<file path="src/rtl/dff_arb_pkg.sv">
// Shared types and helpers for the dff_bank_arbiter round-robin register writer.
// Optional grant statistics are enabled by defining DFF_ARB_STATS_EN.
package dff_arb_pkg;

    typedef enum logic [1:0] {
        ST_IDLE,
        ST_GRANT,
        ST_COMMIT
    } arb_state_t;

    localparam int DEF_NREQ  = 4;
    localparam int DEF_WIDTH = 8;
    localparam int DEF_CNT_W = 16;

    // Index width for n requesters; never collapses to zero bits.
    function automatic int idx_width(input int n);
        return (n > 1) ? $clog2(n) : 1;
    endfunction

endpackage

</file>
<file path="src/rtl/dff_arb_rr_pick.sv">
// Combinational round-robin picker: first asserted request at or after ptr_i,
// wrapping modulo NREQ (non-power-of-2 NREQ supported).
module dff_arb_rr_pick
    import dff_arb_pkg::*;
#(
    parameter int NREQ  = DEF_NREQ,
    parameter int IDX_W = idx_width(NREQ)
) (
    input  logic [NREQ-1:0]  req_i,
    input  logic [IDX_W-1:0] ptr_i,
    output logic             any_o,
    output logic [IDX_W-1:0] idx_o
);

    int               cand;
    logic [IDX_W-1:0] candIdx;

    // Scan ptr, ptr+1, ... and keep only the first hit.
    always_comb begin
        any_o   = 1'b0;
        idx_o   = '0;
        cand    = 0;
        candIdx = '0;
        for (int k = 0; k < NREQ; k++) begin
            cand = int'(ptr_i) + k;
            if (cand >= NREQ) begin
                cand = cand - NREQ;
            end
            candIdx = cand[IDX_W-1:0];
            if (!any_o && req_i[candIdx]) begin
                any_o = 1'b1;
                idx_o = candIdx;
            end
        end
    end

endmodule

</file>
<file path="src/rtl/dff_bank_arbiter.sv">
// Round-robin single-writer arbiter for one shared WIDTH-bit register bank.
// Define DFF_ARB_STATS_EN to build saturating per-requester commit counters.
module dff_bank_arbiter
    import dff_arb_pkg::*;
#(
    parameter int NREQ  = DEF_NREQ,
    parameter int WIDTH = DEF_WIDTH,
    parameter int CNT_W = DEF_CNT_W
) (
    input  logic                    clk,
    input  logic                    rst,
    input  logic [NREQ-1:0]         req_valid,
    input  logic [NREQ*WIDTH-1:0]   req_data,
    output logic [NREQ-1:0]         req_ready,
    output logic [WIDTH-1:0]        q,
    output logic [$clog2(NREQ)-1:0] q_owner,
    output logic                    upd,
    output logic                    busy,
    output logic [NREQ*CNT_W-1:0]   grant_cnt
);

    localparam int IDX_W = idx_width(NREQ);

    arb_state_t       state_q, state_d;
    logic [IDX_W-1:0] ptr_q, ptr_d;
    logic [IDX_W-1:0] winner_q, winner_d;
    logic [IDX_W-1:0] owner_q, owner_d;
    logic [WIDTH-1:0] hold_q, hold_d;
    logic [WIDTH-1:0] q_q, q_d;

    logic             pickAny;
    logic [IDX_W-1:0] pickIdx;
    logic [WIDTH-1:0] winnerData;
    logic             inCommit;

    dff_arb_rr_pick #(
        .NREQ  (NREQ),
        .IDX_W (IDX_W)
    ) u_pick (
        .req_i (req_valid),
        .ptr_i (ptr_q),
        .any_o (pickAny),
        .idx_o (pickIdx)
    );

    assign winnerData = req_data[int'(winner_q)*WIDTH +: WIDTH];

    always_comb begin
        state_d  = state_q;
        ptr_d    = ptr_q;
        winner_d = winner_q;
        owner_d  = owner_q;
        hold_d   = hold_q;
        q_d      = q_q;
        case (state_q)
            ST_IDLE: begin
                if (pickAny) begin
                    winner_d = pickIdx;
                    state_d  = ST_GRANT;
                end
            end
            ST_GRANT: begin
                // A withdrawn request aborts without moving the pointer.
                if (req_valid[winner_q]) begin
                    hold_d  = winnerData;
                    state_d = ST_COMMIT;
                end else begin
                    state_d = ST_IDLE;
                end
            end
            ST_COMMIT: begin
                q_d     = hold_q;
                owner_d = winner_q;
                ptr_d   = (winner_q == IDX_W'(NREQ - 1)) ? '0 : winner_q + 1'b1;
                state_d = ST_IDLE;
            end
            default: begin
                state_d = ST_IDLE;
            end
        endcase
    end

    always_ff @(posedge clk) begin
        if (rst) begin
            state_q  <= ST_IDLE;
            ptr_q    <= '0;
            winner_q <= '0;
            owner_q  <= '0;
            hold_q   <= '0;
            q_q      <= '0;
        end else begin
            state_q  <= state_d;
            ptr_q    <= ptr_d;
            winner_q <= winner_d;
            owner_q  <= owner_d;
            hold_q   <= hold_d;
            q_q      <= q_d;
        end
    end

    // The commit cycle already presents the new value; reset suppresses it.
    assign inCommit = (state_q == ST_COMMIT) && !rst;
    assign upd      = inCommit;
    assign busy     = (state_q != ST_IDLE);
    assign q        = inCommit ? hold_q : q_q;
    assign q_owner  = inCommit ? winner_q : owner_q;

    always_comb begin
        req_ready = '0;
        if ((state_q == ST_GRANT) && !rst) begin
            req_ready[winner_q] = 1'b1;
        end
    end

`ifdef DFF_ARB_STATS_EN
    logic [CNT_W-1:0] cnt_q [NREQ];
    logic [CNT_W-1:0] cnt_d [NREQ];

    // Saturating counters; aborted grants never reach ST_COMMIT.
    always_comb begin
        for (int i = 0; i < NREQ; i++) begin
            cnt_d[i] = cnt_q[i];
            if ((state_q == ST_COMMIT) && (winner_q == IDX_W'(i)) && (cnt_q[i] != '1)) begin
                cnt_d[i] = cnt_q[i] + 1'b1;
            end
        end
    end

    always_ff @(posedge clk) begin
        for (int i = 0; i < NREQ; i++) begin
            if (rst) begin
                cnt_q[i] <= '0;
            end else begin
                cnt_q[i] <= cnt_d[i];
            end
        end
    end

    always_comb begin
        grant_cnt = '0;
        for (int i = 0; i < NREQ; i++) begin
            grant_cnt[i*CNT_W +: CNT_W] = cnt_q[i];
        end
    end
`else
    assign grant_cnt = '0;
`endif

endmodule
</file>
<file path="config.mk">
export PLATFORM = sky130hd
export DESIGN_NAME = dff_bank_arbiter
export DESIGN_NICKNAME = d
export VERILOG_FILES = /design/src/rtl/dff_arb_pkg.sv /design/src/rtl/dff_arb_rr_pick.sv /design/src/rtl/dff_bank_arbiter.sv
export SDC_FILE = /design/constraint.sdc
export NUM_CORES = 1
export LEC_CHECK = 0
export CAP_MARGIN = 20
export CORE_MARGIN = 2
export CORE_UTILIZATION = 40
export CTS_CLUSTER_DIAMETER = 100
export DETAILED_ROUTE_END_ITERATION = 10
export GPL_ROUTABILITY_DRIVEN = 0
export HOLD_SLACK_MARGIN = 0.06
export PLACE_DENSITY_LB_ADDON = 0.08
export SLEW_MARGIN = 10
export SYNTH_ARGS = -nofsm -noshare
export SYNTH_HDL_FRONTEND = slang
export SYNTH_HIERARCHICAL = 1
export SYNTH_SLANG_ARGS = --single-unit
</file>
<file path="constraint.sdc">
create_clock -name clk -period 4.1 [get_ports clk]
set_input_delay 0.41 -clock clk [delete_from_list [all_inputs] [get_ports clk]]
set_output_delay 0.41 -clock clk [all_outputs]
set_load 0.05 [all_outputs]
</file>
==> flow_summary.yaml, run 1 <==
global_routing:
  antenna_found_initial: 0
  grt_usage_pct: 13.19
  grt_pass1_vias: 1130
  overflow: 0
  grt_pass1_wl_mm: 5.478
  grt_start_max_net_pins: 19
routing:
  wire_per_inst_um: 11.75
  num_vias: 1370
  drt-total-wl_mm: 3.737
  drtIter0Drc: 53
  ant_nets: 0
  drc: 0
  viasPerCell: 4.308
  firstDrtPassIters: 4
timing:
  fin_crit_ps: 2956
  setup_viol: 0
  tns_ps: 0
  finalHoldViolCount: 0
  hold_slack_ps: 453.4
  drv_slew: 0
  period_share_pct: 72.09
  rsz0062_at_grt: "false"
  fmaxAchievable_mhz: 338.4
  clock_skew_ps: 1.865
  relSlewSlack_pct: 52.75
  tightest_slew_ps: 707.8
floorplan:
  die_y_um: 73.57
  coreArea_um2: 4692
  start_util_pct: 41.25
  die_w_um: 73.57
  pin_count: 118
  die_area_um2: 5412
  std_cell_rows: 25
worst_setup_path:
  crit_type: "flip-flop to output pin"
  cp.required_ps: 3690
  cp-startpoint: "state_q[1]$_SDFFE_PP0P_"
  crit_end: "q[2]"
  r2r-start: "winner_q[1]$_SDFFE_PP0P_"
  ff2ff_path_depth: 4
  critPathLaunchType: "flip-flop"
  cp.arrival_ps: 2550
  worstPathMaxFanout: 14
  endpoint_kind: "output pin"
  r2r_slack_ps: 2250
  r2r-end: "hold_q[4]$_SDFFE_PP0P_"
cts:
  ctsHoldBuffers: 0
  cts_buffers: 3
  cts_setup_buffers: 0
  clockBufferDepth: 2
  numClockSinks: 24
  insertion_delay_ps: 260
  path_clk_slew_ps: 80
  cts-root-buf: "clkbuf_8"
  cts_tree: "yes"
  cts.htree.levels: 1
  cts_resized: 0
finish:
  diodes: 0
  fillers: 467
  layout.nets: 307
  drive_above_1_share_pct: 9.091
  area_growth_pct: 17.65
  fin_util_pct: 48.53
  final_cell_mix: "conb_1 (64), clkdlybuf4s50_1 (53), nand2_1 (24), dfxtp_1 (24), a21oi_1 (18)"
  final_common_cell: "conb_1"
  multiInputGateArea_um2: 1095
  regArea_um2: 480.5
yosys:
  synth_cell_type_count: 32
  ys_ff_latch: 24
  syn_area_um2: 1936
  ys_seq_area_share_pct: 24.82
  yosysWarnings: 6
  avgSynthCellArea_um2: 9.045
  syn_inst: 214
pwr:
  power_density_nw_per_um2: 294.1
  vdd_drop_max_mv: 0.1722
  p_leak_nw: 0.9560
  total_power_w: 0.0006697
flow_run:
  max-cap-violations: 0
hold_path:
  hold_path.class: "flip-flop to flip-flop"
  hold_depth: 2
status:
  status: "completed"
placed_design:
  dp_hpwl_mm: 2.855
  io_buffer_count: 53
critical path, stage by stage, from the launching register on:
cell             delay (ps)
dfxtp_1                 440
nand2b_1                360
nor2_1                  190
buf_4                   230
mux2_2                  350
clkdlybuf4s50_1         700
metal layers:
layer	vias up	share of wire, %	GRT usage, %
li1	686	-	-
met1	613	43	16.62
met2	69	49	22.82
met3	2	7.1	3.018
met4	0	0.72	3.030
met5	-	0	0
stage by stage:
| step | worst slack [ps] | cell area, um2 | cells |
|---|---|---|---|
| floorplan | 2165 | 2172 | 277 |
| global placement | 1243 | 2222 | 314 |
| detailed placement | 1255 | 2222 | 314 |
| CTS | 1118 | 2277 | 318 |
| global route | 1009 | 2277 | 318 |
| finish | 1145 | 2277 | 318 |
layout make-up:
type	count	area share, %
multi-input combinational	173	48.08
sequential	24	21.10
clock buffer	4	2.418
inverter	7	1.154
timing repair buffer	56	24.29
tap	54	2.967
sequential cells by signal (all words and copies together), names as in the netlist:
register	count
ptr_q	2
winner_q	2
hold_q	8
q_q	8
owner_q	2
state_q	2
synth_stat cells, drive strengths merged:
cell type  count  share of area, %
and2           4               1.3
nand3b         1              0.39
or3b           1              0.58
a21oi         18               4.7
mux2          10               5.8
clkbuf         6               3.2
o221ai         1              0.45
nand2b         2              0.65
conb           1              0.19
inv            7               1.4
o21ai          1              0.26
and2b          1              0.45
a221o          1              0.52
ha             4               2.6
mux4           8                10
dfxtp         24                25
o22ai          1               1.0
and3           1              0.32
or2            1              0.32
nand2         24               4.7
nor2          15               2.9
buf           67                26
nor3b          2              0.78
nor3           1              0.26
nor2b          1              0.32
mux2i         10               5.2
nand3          1              0.26
worst min-delay path by stage:
stage,startpoint,end,slack (ps)
5_1_grt,q_q[7]$_SDFFE_PP0N_,q_q[7]$_SDFFE_PP0N_,470
4_1_cts,q_q[3]$_SDFFE_PP0N_,q_q[3]$_SDFFE_PP0N_,460
6_report,q_q[7]$_SDFFE_PP0N_,q_q[7]$_SDFFE_PP0N_,450
3_5_place_dp,q_q[3]$_SDFFE_PP0N_,q_q[3]$_SDFFE_PP0N_,450
2_1_floorplan,q_q[2]$_SDFFE_PP0N_,q_q[2]$_SDFFE_PP0N_,430
3_3_place_gp,q_q[2]$_SDFFE_PP0N_,q_q[2]$_SDFFE_PP0N_,440
kinds of logic after synthesis:
kind of cell / after synthesis / share of synthesized area (%)
buffers and inverters: 80 / 30.83
AND/OR/NAND/NOR: 55 / 13.19
multiplexers: 28 / 21.46
flip-flops: 24 / 24.82
AO/OA/AOI/OAI: 22 / 6.917
adder cells (fa/ha/maj): 4 / 2.586
other: 1 / 0.1937
power breakdown:
part           switching [W]  total, W  internal (W)  leakage (nW)
clock              0.0000708  0.000156     0.0000856        0.0288
sequential         0.0000135  0.000256      0.000243         0.195
combinational       0.000183  0.000257     0.0000745         0.732
total               0.000267  0.000670      0.000403         0.956
No activity file was read; power rests on OpenSTA's default activity.
==> run 2, diff against run 1 <==
--- a/config.mk
+++ b/config.mk
@@ -7,7 +7,7 @@
 export LEC_CHECK = 0
 export CAP_MARGIN = 20
 export CORE_MARGIN = 2
-export CORE_UTILIZATION = 40
+export CORE_UTILIZATION = 38
 export CTS_CLUSTER_DIAMETER = 100
 export DETAILED_ROUTE_END_ITERATION = 10
 export GPL_ROUTABILITY_DRIVEN = 0
==> constraint.sdc (replaced) <==
create_clock -name clk -period 3.1 [get_ports clk]
set_input_delay 0.31 -clock clk [delete_from_list [all_inputs] [get_ports clk]]
set_output_delay 0.31 -clock clk [all_outputs]
set_load 0.05 [all_outputs]
==> flow_summary.yaml, run 2 (synthesis gave the netlist of run 1 again) <==
cts:
  cts_buffers: 3
  cts_setup_buffers: 0
  cts_resized: 0
  cts.htree.levels: 1
  insertion_delay_ps: 270
  numClockSinks: 24
  cts-root-buf: "clkbuf_8"
  clockBufferDepth: 2
  path_clk_slew_ps: 80
  ctsHoldBuffers: 0
  cts_tree: "yes"
timing:
  fmaxAchievable_mhz: 431.7
  rsz0062_at_grt: "false"
  tightest_slew_ps: 669.9
  relSlewSlack_pct: 55.28
  drv_slew: 0
  period_share_pct: 74.72
  clock_skew_ps: 3.452
  finalHoldViolCount: 0
  fin_crit_ps: 2316
  final.setup.worst_slack_ps: 783.6
  setup_viol: 0
  tns_ps: 0
worst_setup_path:
  crit_type: "primary input to output pin"
  cp.required_ps: 2790
  crit_chain: "clkdlybuf4s50_1, nor2_1, buf_4, mux2_2, buf_4"
  crit_buf_inv: 3
  endpoint_kind: "output pin"
  ff2ff_path_depth: 4
  critPathLaunchType: "primary input"
  crit_family: "buffers and inverters"
  cp_common_cell: "buf_4"
  cp.arrival_ps: 2010
  slowest_delay_ps: 690
  cp.depth: 5
  cpMaxStageDelayCell: "clkdlybuf4s50_1"
  worstPathMaxFanout: 15
floorplan:
  coreArea_um2: 4817
  std_cell_rows: 25
  die_area_um2: 5681
  die_y_um: 75.37
  pin_count: 118
  start_util_pct: 40.18
  die_w_um: 75.37
pwr:
  vdd_drop_max_mv: 0.2373
  power_density_nw_per_um2: 392.2
  p_leak_nw: 0.9989
global_routing:
  grt_pass1_wl_mm: 5.968
  grt_pass1_vias: 1248
  overflow: 0
  grt_usage_pct: 13.99
  grt_start_max_net_pins: 17
  antenna_found_initial: 0
finish:
  final_cell_area_um2: 2283
  final_common_cell: "conb_1"
  diodes: 0
  layout.nets: 309
  area_growth_pct: 17.97
  top_regs: "hold_q x8, q_q x8"
  drive_above_1_share_pct: 15.41
  final_cell_mix: "conb_1 (64), clkdlybuf4s50_1 (38), nand2_1 (24), dfxtp_1 (24), buf_4 (19)"
routing:
  firstDrtPassIters: 3
  drt-total-wl_mm: 3.954
  viasPerCell: 4.291
  drtIter0Drc: 32
  wire_per_inst_um: 11.87
  num_vias: 1429
  ant_nets: 0
  drc: 0
placed_design:
  preCtsSetupSlack_ps: 756.4
  io_buffer_count: 53
  dp_hpwl_mm: 3.015
  postPlaceCellArea_um2: 2228
hold_path:
  hold_path.class: "flip-flop to flip-flop"
  hold_depth: 2
status:
  status: "completed"
flow_run:
  max-cap-violations: 0
==> run 2: cell types whose count changed in the layout (fill, tap and decap cells not counted) <==
cell	change
buf_4	+16
clkdlybuf4s50_1	-15
buf_12	+1
==> run 2: per-stage QoR <==
| stage | instances | utilization [%] | hold WS [ps] | power, W |
|---|---|---|---|---|
| 2_1_floorplan | 277 | - | 430.5 | 0.0006803 |
| 3_3_place_gp | 329 | 46.26 | 441.6 | 0.0006891 |
| 3_5_place_dp | 329 | 46.26 | 446.1 | 0.0006889 |
| 4_1_cts | 333 | 47.40 | 458.3 | 0.0009053 |
| 5_1_grt | 333 | 47.40 | 472.0 | 0.0009447 |
| 6_report | 333 | 47.40 | 456.9 | 0.0008956 |
==> run 2: worst paths after layout <==
| path | slack [ps] | to | from |
|---|---|---|---|
| setup / recovery | 780 | q[1] | rst |
| hold reg to reg | 460 | q_q[5]$_SDFFE_PP0N_ | q_q[5]$_SDFFE_PP0N_ |
| hold / removal | 460 | q_q[5]$_SDFFE_PP0N_ | q_q[5]$_SDFFE_PP0N_ |
| setup reg to reg | 1300 | hold_q[7]$_SDFFE_PP0P_ | winner_q[1]$_SDFFE_PP0P_ |
==> run 2: final cells by class <==
type / count / area [um2]
Inverter: 7 / 26.28
Timing Repair Buffer: 58 / 543.0
Sequential cell: 24 / 480.5
Fill cell: 506 / 2534
Clock buffer: 4 / 55.05
Tap cell: 67 / 83.83
Multi-Input combinational cell: 173 / 1095
==> run 2: worst reg2reg max path, cell delays in order (launching register included) <==
cell,delay [ps]
dfxtp_1,540
or3b_4,500
o22ai_4,330
mux2i_1,250
nor2_1,50
==> run 2: metal layers <==
layer  up-vias  track usage (%)  routed length, um
met3         6            3.307                291
met2        65            24.25               1968
met1       665            17.21               1639
met4         0            4.288                 54
li1        693                -                  -
met5         -                0                  0
==> run 2: power breakdown <==
part	switching, W	internal [W]	leakage (nW)	total, W
logic	0.000243	0.0000992	0.775	0.000342
clock network	0.000101	0.000113	0.0288	0.000215
registers	0.0000178	0.000321	0.195	0.000339
==> run 3, diff against run 2 <==
--- a/config.mk
+++ b/config.mk
@@ -7,7 +7,7 @@
 export LEC_CHECK = 0
 export CAP_MARGIN = 20
 export CORE_MARGIN = 2
-export CORE_UTILIZATION = 38
+export CORE_UTILIZATION = 34
 export CTS_CLUSTER_DIAMETER = 100
 export DETAILED_ROUTE_END_ITERATION = 10
 export GPL_ROUTABILITY_DRIVEN = 0
==> constraint.sdc (replaced) <==
create_clock -name clk -period 2 [get_ports clk]
set_input_delay 0.2 -clock clk [delete_from_list [all_inputs] [get_ports clk]]
set_output_delay 0.2 -clock clk [all_outputs]
set_load 0.05 [all_outputs]
==> flow_summary.yaml, run 3 (synthesis gave the netlist of run 1 again) <==
timing:
  period_share_pct: 94.27
  fmaxAchievable_mhz: 530.4
  tns_ps: 0
  finalHoldViolCount: 0
  setup_viol: 0
  clock_skew_ps: 2.505
  rsz0062_at_grt: "false"
  drv_slew: 0
  fin_crit_ps: 1885
finish:
  instances_no_fill: 340
  layout.nets: 311
  drive_above_1_share_pct: 16.04
  area_growth_pct: 23.14
  final_common_cell: "conb_1"
  diodes: 0
  final_cell_mix: "conb_1 (64), clkdlybuf4s50_1 (38), nand2_1 (24), dfxtp_1 (24), a21oi_1 (18)"
  top_regs: "hold_q x8, q_q x8"
  fin_util_pct: 43.29
floorplan:
  std_cell_rows: 27
  die_w_um: 79.45
  die_y_um: 79.45
  coreArea_um2: 5507
  start_util_pct: 35.15
  die_area_um2: 6312
  pin_count: 118
routing:
  wire_per_inst_um: 11.63
  viasPerCell: 4.132
  drt-total-wl_mm: 3.955
  num_vias: 1405
  firstDrtPassIters: 4
  drc: 0
  drtIter0Drc: 37
  ant_nets: 0
hold_path:
  hold_path.class: "flip-flop to flip-flop"
worst_setup_path:
  cpMaxStageDelayCell: "dfxtp_1"
  crit_chain: "buf_4, inv_1, ha_1, and2_1, buf_12"
  crit_type: "flip-flop to output pin"
  critPathLaunchType: "flip-flop"
  endpoint_kind: "output pin"
  cp.arrival_ps: 1690
  slowest_delay_ps: 540
  cp.required_ps: 1800
  worstPathMaxFanout: 9
pwr:
  vdd_drop_max_mv: 0.2411
  power_density_nw_per_um2: 628.4
  p_leak_nw: 1.030
cts:
  cts_setup_buffers: 0
  numClockSinks: 24
  cts_tree: "yes"
  cts.htree.levels: 1
  path_clk_slew_ps: 90
  cts-root-buf: "clkbuf_8"
  ctsHoldBuffers: 0
  cts_buffers: 3
  clockBufferDepth: 2
  insertion_delay_ps: 260
  cts_resized: 0
placed_design:
  io_buffer_count: 53
  dp_hpwl_mm: 3.032
  placed_cells: 336
global_routing:
  grt_start_max_net_pins: 15
  antenna_found_initial: 0
  grt_usage_pct: 11.89
  grt_pass1_wl_mm: 5.837
  grt_pass1_vias: 1185
  overflow: 0
flow_run:
  max-cap-violations: 0
status:
  status: "completed"
[run 3: power breakdown]
part           total, W  internal (W)  switching (W)  leakage, nW
logic          0.000554      0.000168       0.000386        0.799
registers      0.000519      0.000498      0.0000212        0.195
clock network  0.000425      0.000267       0.000158       0.0357
[run 3: cell type report]
| class | count | area [um2] |
|---|---|---|
| multi-input combinational | 173 | 1095 |
| timing repair buffer | 60 | 620.6 |
| inverter | 7 | 26.28 |
| tap | 72 | 90.09 |
| clock buffer | 3 | 41.29 |
| fill | 565 | 3123 |
| sequential | 24 | 480.5 |
| clock inverter | 1 | 30.03 |
[run 3: per-layer routing]
layer	routed length [um]	share of wire [%]	vias to the layer above	track usage (%)
met5	0	0	-	0
met4	29	0.73	0	3.621
met3	352	8.9	2	2.489
met2	1774	45	66	19.08
met1	1798	45	645	15.98
li1	-	-	692	-
[run 3: through the flow]
stage | hold slack (ps) | setup slack, ps | total power, W | instance area [um2]
3_3_place_gp | 443.2 | 240.6 | 0.001087 | 2312
5_1_grt | 483.0 | 14.25 | 0.001570 | 2384
2_1_floorplan | 380.7 | 282.3 | 0.001054 | 2172
6_report | 455.4 | 114.6 | 0.001498 | 2384
4_1_cts | 457.9 | 96.61 | 0.001515 | 2384
3_5_place_dp | 444.2 | 214.1 | 0.001086 | 2312
[run 3: worst max-delay path, delay by kind of cell, from the launching register on]
family,cells,cell delay (ps)
buf+inv,3,530
flops,1,540
fa+ha+maj,1,190
simple gates,1,160
[run 3: final timing paths]
| check | to | slack, ps | cells past startpoint | start |
|---|---|---|---|---|
| max | req_ready[0] | 110 | 5 | winner_q[1]$_SDFFE_PP0P_ |
| min | q_q[6]$_SDFFE_PP0N_ | 460 | 2 | q_q[6]$_SDFFE_PP0N_ |
| max reg2reg | hold_q[3]$_SDFFE_PP0P_ | 370 | 4 | winner_q[1]$_SDFFE_PP0P_ |
| min reg2reg | q_q[6]$_SDFFE_PP0N_ | 460 | 2 | q_q[6]$_SDFFE_PP0N_ |
